File: src/rtl/sent_tx_crc_sched.sv
// sent_tx_crc_sched: shares one SENT TX CRC generator between the fast and slow builders; SENT_TX_CRC_SCHED_RR_EN selects round-robin arbitration.
// Latency: ack SETTLE_CYCLES+1 cycles after grant (1 cycle for an illegal mode); one job per SETTLE_CYCLES+2 cycles.
// Backpressure: req/ack handshake; a losing requester keeps req high and is granted in a later IDLE cycle.
module sent_tx_crc_sched #(
  parameter int SETTLE_CYCLES = 1,
  parameter int CNT_W         = 4
) (
  input  logic        clk_tx,
  input  logic        reset_tx,
  input  logic        fast_req,
  input  logic [2:0]  fast_mode,
  input  logic [23:0] fast_data,
  output logic        fast_ack,
  output logic [5:0]  fast_crc,
  input  logic        slow_req,
  input  logic [2:0]  slow_mode,
  input  logic [23:0] slow_data,
  output logic        slow_ack,
  output logic [5:0]  slow_crc,
  output logic [2:0]  enable_crc_gen,
  output logic [23:0] data_gen_crc,
  input  logic [5:0]  crc_gen,
  output logic        busy,
  output logic        mode_err
);

  typedef enum logic [1:0] {IDLE, DRIVE, RESP} state_t;

  state_t           state;
  logic             grant_slow;
  logic [CNT_W-1:0] settle_cnt;

  logic             any_req;
  logic             pick_slow;
  logic             sel_legal;
  logic [2:0]       sel_mode;
  logic [23:0]      sel_data;
  logic [23:0]      sel_data_masked;
  logic [5:0]       crc_cap;

`ifdef SENT_TX_CRC_SCHED_RR_EN
  logic rr_ptr;  // 0 prefers fast, 1 prefers slow

  assign pick_slow = (fast_req && slow_req) ? rr_ptr : !fast_req;
`else
  assign pick_slow = !fast_req;
`endif

  assign any_req   = fast_req | slow_req;
  assign sel_mode  = pick_slow ? slow_mode : fast_mode;
  assign sel_data  = pick_slow ? slow_data : fast_data;
  assign sel_legal = pick_slow ? (slow_mode == 3'b100 || slow_mode == 3'b101)
                               : (fast_mode == 3'b001 || fast_mode == 3'b010 || fast_mode == 3'b011);

  always_comb begin
    sel_data_masked = sel_data;
    case (sel_mode)
      3'b011, 3'b100: sel_data_masked = {12'h000, sel_data[11:0]};
      3'b010:         sel_data_masked = {8'h00, sel_data[15:0]};
      default:        sel_data_masked = sel_data;
    endcase
  end

  // Only enhanced serial produces a 6-bit CRC; the rest are CRC-4 with the top bits forced low.
  assign crc_cap = (enable_crc_gen == 3'b101) ? crc_gen : {2'b00, crc_gen[3:0]};

  always_ff @(posedge clk_tx) begin
    if (reset_tx) begin
      state          <= IDLE;
      grant_slow     <= 1'b0;
      settle_cnt     <= '0;
      enable_crc_gen <= 3'b000;
      data_gen_crc   <= '0;
      fast_ack       <= 1'b0;
      fast_crc       <= '0;
      slow_ack       <= 1'b0;
      slow_crc       <= '0;
      busy           <= 1'b0;
      mode_err       <= 1'b0;
`ifdef SENT_TX_CRC_SCHED_RR_EN
      rr_ptr         <= 1'b0;
`endif
    end else begin
      fast_ack <= 1'b0;
      slow_ack <= 1'b0;
      mode_err <= 1'b0;
      case (state)
        IDLE: begin
          if (any_req) begin
            grant_slow <= pick_slow;
            busy       <= 1'b1;
`ifdef SENT_TX_CRC_SCHED_RR_EN
            rr_ptr     <= !pick_slow;
`endif
            if (sel_legal) begin
              state          <= DRIVE;
              enable_crc_gen <= sel_mode;
              data_gen_crc   <= sel_data_masked;
              settle_cnt     <= CNT_W'(SETTLE_CYCLES - 1);
            end else begin
              // Illegal mode never touches the generator: answer at once with a zero CRC.
              state    <= RESP;
              mode_err <= 1'b1;
              if (pick_slow) begin
                slow_ack <= 1'b1;
                slow_crc <= '0;
              end else begin
                fast_ack <= 1'b1;
                fast_crc <= '0;
              end
            end
          end
        end
        DRIVE: begin
          if (settle_cnt == '0) begin
            state          <= RESP;
            enable_crc_gen <= 3'b000;
            data_gen_crc   <= '0;
            if (grant_slow) begin
              slow_ack <= 1'b1;
              slow_crc <= crc_cap;
            end else begin
              fast_ack <= 1'b1;
              fast_crc <= crc_cap;
            end
          end else begin
            settle_cnt <= settle_cnt - CNT_W'(1);
          end
        end
        RESP: begin
          state <= IDLE;
          busy  <= 1'b0;
        end
        default: begin
          state <= IDLE;
          busy  <= 1'b0;
        end
      endcase
    end
  end

endmodule
File: config.mk
export PLATFORM = sky130hd
export DESIGN_NAME = sent_tx_crc_sched
export DESIGN_NICKNAME = d
export VERILOG_FILES = /design/src/rtl/sent_tx_crc_sched.sv
export SDC_FILE = /design/constraint.sdc
export NUM_CORES = 1
export LEC_CHECK = 0
export ABC_CLOCK_PERIOD_IN_PS = 2480
export CORE_UTILIZATION = 35
export CTS_BUF_LIST = sky130_fd_sc_hd__clkbuf_4 sky130_fd_sc_hd__clkbuf_8
export DETAILED_ROUTE_END_ITERATION = 10
export PLACE_DENSITY = 0.66
export SYNTH_ARGS = -nofsm -noshare
export SYNTH_HDL_FRONTEND = slang
export SYNTH_SLANG_ARGS = --single-unit
File: constraint.sdc
create_clock -name clk_tx -period 2.48 [get_ports clk_tx]
set_input_delay 0.496 -clock clk_tx [delete_from_list [all_inputs] [get_ports clk_tx]]
set_output_delay 0.496 -clock clk_tx [all_outputs]
set_load 0.01 [all_outputs]
Word level (Yosys, flattened, before mapping)
Index checks and enable logic that the tools add are counted.

Bits in registers: 50. Input port bits: 64. Logic and storage cells: 99. Output and inout port bits: 43.

Equality and inequality tests: 19. Add/sub/neg operators: 1. Reductions and logical operators: 16. Bitwise gates (word level): 4. Mux-type cells: 48.

Operator list (number): $mux 24 (4); $pmux 24 s2 (2); $mux 6 (11); $pmux 6 s2 (2); $ne 2x2->1 const B (9); $mux 1 (13); $eq 3x2->1 const B (4); $eq 3x3->1 const B (4); $mux 3 (4); $mux 4 (3); $reduce_and 6->1 (2); $pmux 4 s2 (1); $reduce_and 4->1 (2); $mux 2 (3); $pmux 1 s2 (3); $pmux 3 s2 (1); $reduce_and 2->1 (3); $logic_not 4->1 (1); $pmux 2 s2 (1); $sub 4x1->4 const B (1); $eq 3x1->1 const B (1); $logic_or 1x1->1 (3); $not 1->1 (3); $reduce_or 3->1 (1); other kinds (6) (6).

Depth between registers and ports, before layout
Depth in word-level cells: 7. Depth in mapped cells: 8.

Worst setup path after synthesis
Ideal clock, no wire load.

Path type: input to register. Start: input fast_req. End: register data_gen_crc[10]. Path slack: 0.424 ns. Buffers on the path: 3. Cell stages on the path: 7. Library setup time: 0.070 ns. Data arrival time: 1.986 ns. Path through: buf_6 or3b_4 o211a_1 buf_6 buf_6 or4_1 a21oi_1.

Word-level cells in the longest chain between the ends: 5. Elaborated cells on any way between the ends: 10.

RTL lines: start: declaration (RTL line 10) `input logic fast_req,`; $mux 24 (RTL line 51) `assign sel_data = pick_slow ? slow_data : fast_data;`; $pmux 24 s2 (RTL line 57) `case (sel_mode)`; $mux 24 (RTL line 95) `if (sel_legal) begin`; $mux 24 (RTL line 89) `if (any_req) begin`; $pmux 24 s2 (RTL line 87) `case (state)`; end signal: assignment (RTL line 98) `data_gen_crc <= sel_data_masked;`; end: declaration (RTL line 21) `output logic [23:0] data_gen_crc,`.

Parallel ways exist; a longest one is shown, timed or not. The select of a mux whose other input is x is not followed. A chain may end at the register's enable or synchronous reset.

Worst setup path in the final report
Start: input slow_mode[1]. End: register data_gen_crc[10].

Word-level cells in the longest chain between the ends: 5. Elaborated cells on any way between the ends: 6.

RTL lines: start: declaration (RTL line 16) `input logic [2:0] slow_mode,`; $eq 3x3->1 (RTL line 52) `assign sel_legal = pick_slow ? (slow_mode == 3'b100 || slow_mode == 3'b101)`; $logic_or 1x1->1 * (RTL line 52); $mux 1 * (RTL line 52); $ne 2x2->1 (no line) *; $reduce_and 4->1 (no line) *.

Mark *: on every way between the ends. The rest lies on a longest branch, timed or not.

==> impl_summary.txt <==
----------------------------------------------------
[Finish]
  Area added between synthesis and finish ... 52.3%
  Number of cells in the finished layout apart from fillers ... 481
  Final core area utilization ... between 50% and 60%
  Ant diodes ... 0
  Ratio of cells with drive above 1 in the final layout ... between 8 and 9%
  Fill cell total of the finished layout ... 636
  Layout net count ... 449

[Clock network]
  Count of hold buffers inserted by post-cts repair ... 0
  CTS Buffer Depth ... 2
  H-tree levels ... 2
  Latest clock arrival within the worst-skew pair ... 0.31 ns
  Clock root buffer ... sky130_fd_sc_hd__clkbuf_8
  Clock-pin slew of the registers on the worst-case setup and hold paths ... 0.09 ns
  Sink Count ... 50
  Cts bufs inserted ... 5
  TritonCTS clock tree ... yes
  Post-cts resize count ... 0
  Setup Buffers After CTS ... 0

[Timing]
  Worst-margin pin slew ... ~1.0 ns
  Final hold violation count ... 0
  Max-slew violation count ... 0
  Rel. slew slack ... 31.6%
  Min Clock Period, post-route ... 2.21 ns
  Setup clock skew after layout ... 0.00841 ns
  Max Clk Rate ... approximately 0.45 GHz
  Final count of negative-setup-slack endpoints ... 0
  Setup repair after global routing missed its margin ... false
  Total negative slack for setup checks ... 0 ns
  Tcrit/Tclk final ... between 80% and 90%

[Route]
  Drt total wl ... 6900 µm
  Number of vias in the routed layout ... 2462
  Post-DR wirelength/cell ... roughly 14 µm
  Final ANT Viol Nets ... 0
  Post-DR vias/cell ... 5.12
  Detailed-router iteration count before antenna repair ... 4
  Drt first-iter violations ... 75
  Number of design rule violations left after detail routing ... 0

[Logic synthesis]
  Post-synthesis sequential area ratio ... between 40% and 50%
  Count of flip-flops with a built-in enable after synthesis ... 0
  Post-synthesis net count ... about 350
  Number of warnings printed during yosys synthesis ... 0
  Post-synth cell types ... 43
  Number of instances in the synthesized netlist ... 282
  Share of flip-flops with an asynchronous set or reset after synthesis ... 0%
  Mapped Area ... 2500 µm²
  Syn_area_per_cell ... 8.86 µm²
  List of most frequent post-synthesis cells ... 50 x sky130_fd_sc_hd__dfxtp_1, 38 x sky130_fd_sc_hd__o21ai_0, 28 x sky130_fd_sc_hd__a21oi_1
  Yosys top cell area share ... 40.0%
  Synth top area cells ... sky130_fd_sc_hd__dfxtp_1 40%, sky130_fd_sc_hd__mux2i_1 11%, sky130_fd_sc_hd__o21ai_0 7.6%
  Post-synthesis cell type with the largest combined area ... sky130_fd_sc_hd__dfxtp_1
  Most frequent cell after synthesis ... sky130_fd_sc_hd__dfxtp_1
  Number of register bits inferred by synthesis ... 50
  Ys flop type ... sky130_fd_sc_hd__dfxtp_1

[Floorplanning]
  Effective utilization at floorplan ... 36.6%
  Die X ... slightly below 90 µm
  Core Footprint ... around 6800 µm²
  Die footprint ... 7480 µm²
  Die Y ... 86.5 µm
  Total number of placement rows ... 30
  Number of ports placed on the die boundary ... 107

[Setup path]
  Start of the worst register-to-register path ... settle_cnt[0]
  Reg-to-Reg End ... slow_crc[5]
  Slowest stage cell on the critical path ... sky130_fd_sc_hd__or4_1
  Top delay family on crit path ... simple AND/OR/NAND/NOR gates
  Classification of the worst setup path ... primary input to register
  Critical Path, Cell by Cell ... clkdlybuf4s50_1, or3b_4, o211a_1, buf_4, or4_1, a21oi_1
  Crit path arrival time ... between 2 and 2.5 ns
  Register-to-Register Path Depth ... 6
  R2R setup slack ... around 0.34 ns
  Type of element launching the critical path ... primary input
  Largest driver fanout on the critical path ... 24
  Worst Setup End Kind ... register
  Req. time, crit path ... 2.72 ns
  Largest stage delay, worst path ... 0.52 ns
  Number of buffer and inverter instances along the worst setup path ... 2

[Global route]
  Via count of the first global-routing pass ... 2533
  Initial antenna violation count ... 0
  GRT overflow ... 0
  Pin count of the biggest net entering global routing ... 39
  Total global routing track utilization ... between 10% and 20%
  First-pass GRT wire length ... 11500 µm

[Placed design]
  PortBufs ... 106
  Routability-driven placement congestion ratio ... 0.780
  Total half-perimeter wirelength after legalization and detailed placement ... between 5000 and 6000 µm
  Placed cells ... 473

[Flow run]
  Number of violations of the max-capacitance limit ... 0

[Pwr]
  Leakage power total ... 1.37 nW
  PD cells ... 531 nW/µm²
  VDD IR max ... 0.240 mV
  Power consumption ... 0.00202 W

[Worst hold path]
  Beginning of the worst hold path ... data_gen_crc[0]
  Depth of the worst hold-timing path ... 2
  End point of the worst hold path ... data_gen_crc[0]
  Hold Crit Class ... register to register

[Outcome]
  Outcome ... complete, no violations

----------------------------------------------------
==> cell type report <==
type	count	area, µm²	share of cell area, %
multi-input cells	203	1360	35.8
repair buffers	119	1160	30.5
well taps	96	120	3.15
clock inverters	2	60.1	1.58
clock buffers	6	82.6	2.17
flip-flops and latches	50	1000	26.3
inverters	5	18.8	0.493
==> flip-flops by register name, indices dropped and copies added, names as in the netlist <==
signal,flops
mode_err,1
grant_slow,1
slow_crc,6
fast_ack,1
slow_ack,1
fast_crc,6
data_gen_crc,24
busy,1
settle_cnt,4
state,2
enable_crc_gen,3
==> worst max path at each step <==
| stage | to | from | depth (start not counted) | slack, ns |
|---|---|---|---|---|
| 2_1_floorplan | data_gen_crc[10] | fast_req | 7 | 0.42 |
| 3_3_place_gp | data_gen_crc[0] | slow_mode[1] | 6 | 0.04 |
| 3_5_place_dp | data_gen_crc[12] | slow_mode[1] | 6 | -0.02 |
| 4_1_cts | data_gen_crc[10] | slow_mode[1] | 6 | 0.29 |
| 5_1_grt | slow_crc[4] | settle_cnt[0] | 6 | 0.18 |
| 6_report | data_gen_crc[10] | slow_mode[1] | 6 | 0.27 |
==> routing by layer <==
metal	wire length [µm]	GRT usage (%)	vias up
li1	-	-	1257
met1	3130	23.8	1133
met2	3360	33.7	64
met3	332	4.10	8
met4	83	6.06	0
met5	0	0	-
==> layout by cell type, fill, tap and decap left out, types with 2 or more instances in the layout <==
cell and count:
sky130_fd_sc_hd__clkdlybuf4s50_1 104, sky130_fd_sc_hd__dfxtp_1 50, sky130_fd_sc_hd__o21ai_0 38, sky130_fd_sc_hd__a21oi_1 28
sky130_fd_sc_hd__mux2i_1 27, sky130_fd_sc_hd__or4_1 13, sky130_fd_sc_hd__nor2b_1 12, sky130_fd_sc_hd__buf_4 12
sky130_fd_sc_hd__nand2b_1 9, sky130_fd_sc_hd__nand2_1 8, sky130_fd_sc_hd__nand4_1 8, sky130_fd_sc_hd__o41ai_1 8
sky130_fd_sc_hd__nor2_1 6, sky130_fd_sc_hd__clkbuf_8 6, sky130_fd_sc_hd__inv_1 5, sky130_fd_sc_hd__o32ai_1 5
sky130_fd_sc_hd__nor3_1 4, sky130_fd_sc_hd__o211ai_1 4, sky130_fd_sc_hd__nand3_1 3, sky130_fd_sc_hd__nor3b_1 2
sky130_fd_sc_hd__xor2_1 2, sky130_fd_sc_hd__o211a_1 2, sky130_fd_sc_hd__or3_1 2, sky130_fd_sc_hd__o21ai_1 2
sky130_fd_sc_hd__mux2_2 2, sky130_fd_sc_hd__nand4b_1 2, sky130_fd_sc_hd__bufinv_16 2, sky130_fd_sc_hd__buf_2 2
==> worst reg2reg max path: stages (launching register included) <==
cell and delay (ns):
sky130_fd_sc_hd__dfxtp_1 0.37, sky130_fd_sc_hd__inv_1 0.07, sky130_fd_sc_hd__ha_1 0.22, sky130_fd_sc_hd__nor3b_1 0.17, sky130_fd_sc_hd__o21ai_0 0.80, sky130_fd_sc_hd__nor2_1 0.24, sky130_fd_sc_hd__mux2i_1 0.18
==> logic make-up after synthesis <==
| logic type | count (synthesis) | synth area share (%) |
|---|---|---|
| AOI/OAI and AO/OA | 97 | 23.5 |
| xor gates and xnor gates | 2 | 0.701 |
| adders and majority gates | 1 | 0.500 |
| and+or+nand+nor | 74 | 18.1 |
| buffers and inverters | 29 | 5.41 |
| muxes | 29 | 11.7 |
| DFF | 50 | 40.0 |
==> power by group <==
group          switching [W]  internal [W]  leakage, nW
Clock               0.000271      0.000430       0.0714
Combinational       0.000208      0.000246        0.892
Sequential         0.0000246      0.000843        0.406
==> metrics by stage <==
stage                     area, µm²  hold WS (ns)  setup WS [ns]
final                          3810         0.478          0.273
after global placement         3660         0.455         0.0364
after floorplan                2500         0.489          0.424
after detailed placement       3660         0.467        -0.0210
after global routing           3810         0.490          0.184
after CTS                      3810         0.480          0.292
No activity file was read; power rests on OpenSTA's default activity.
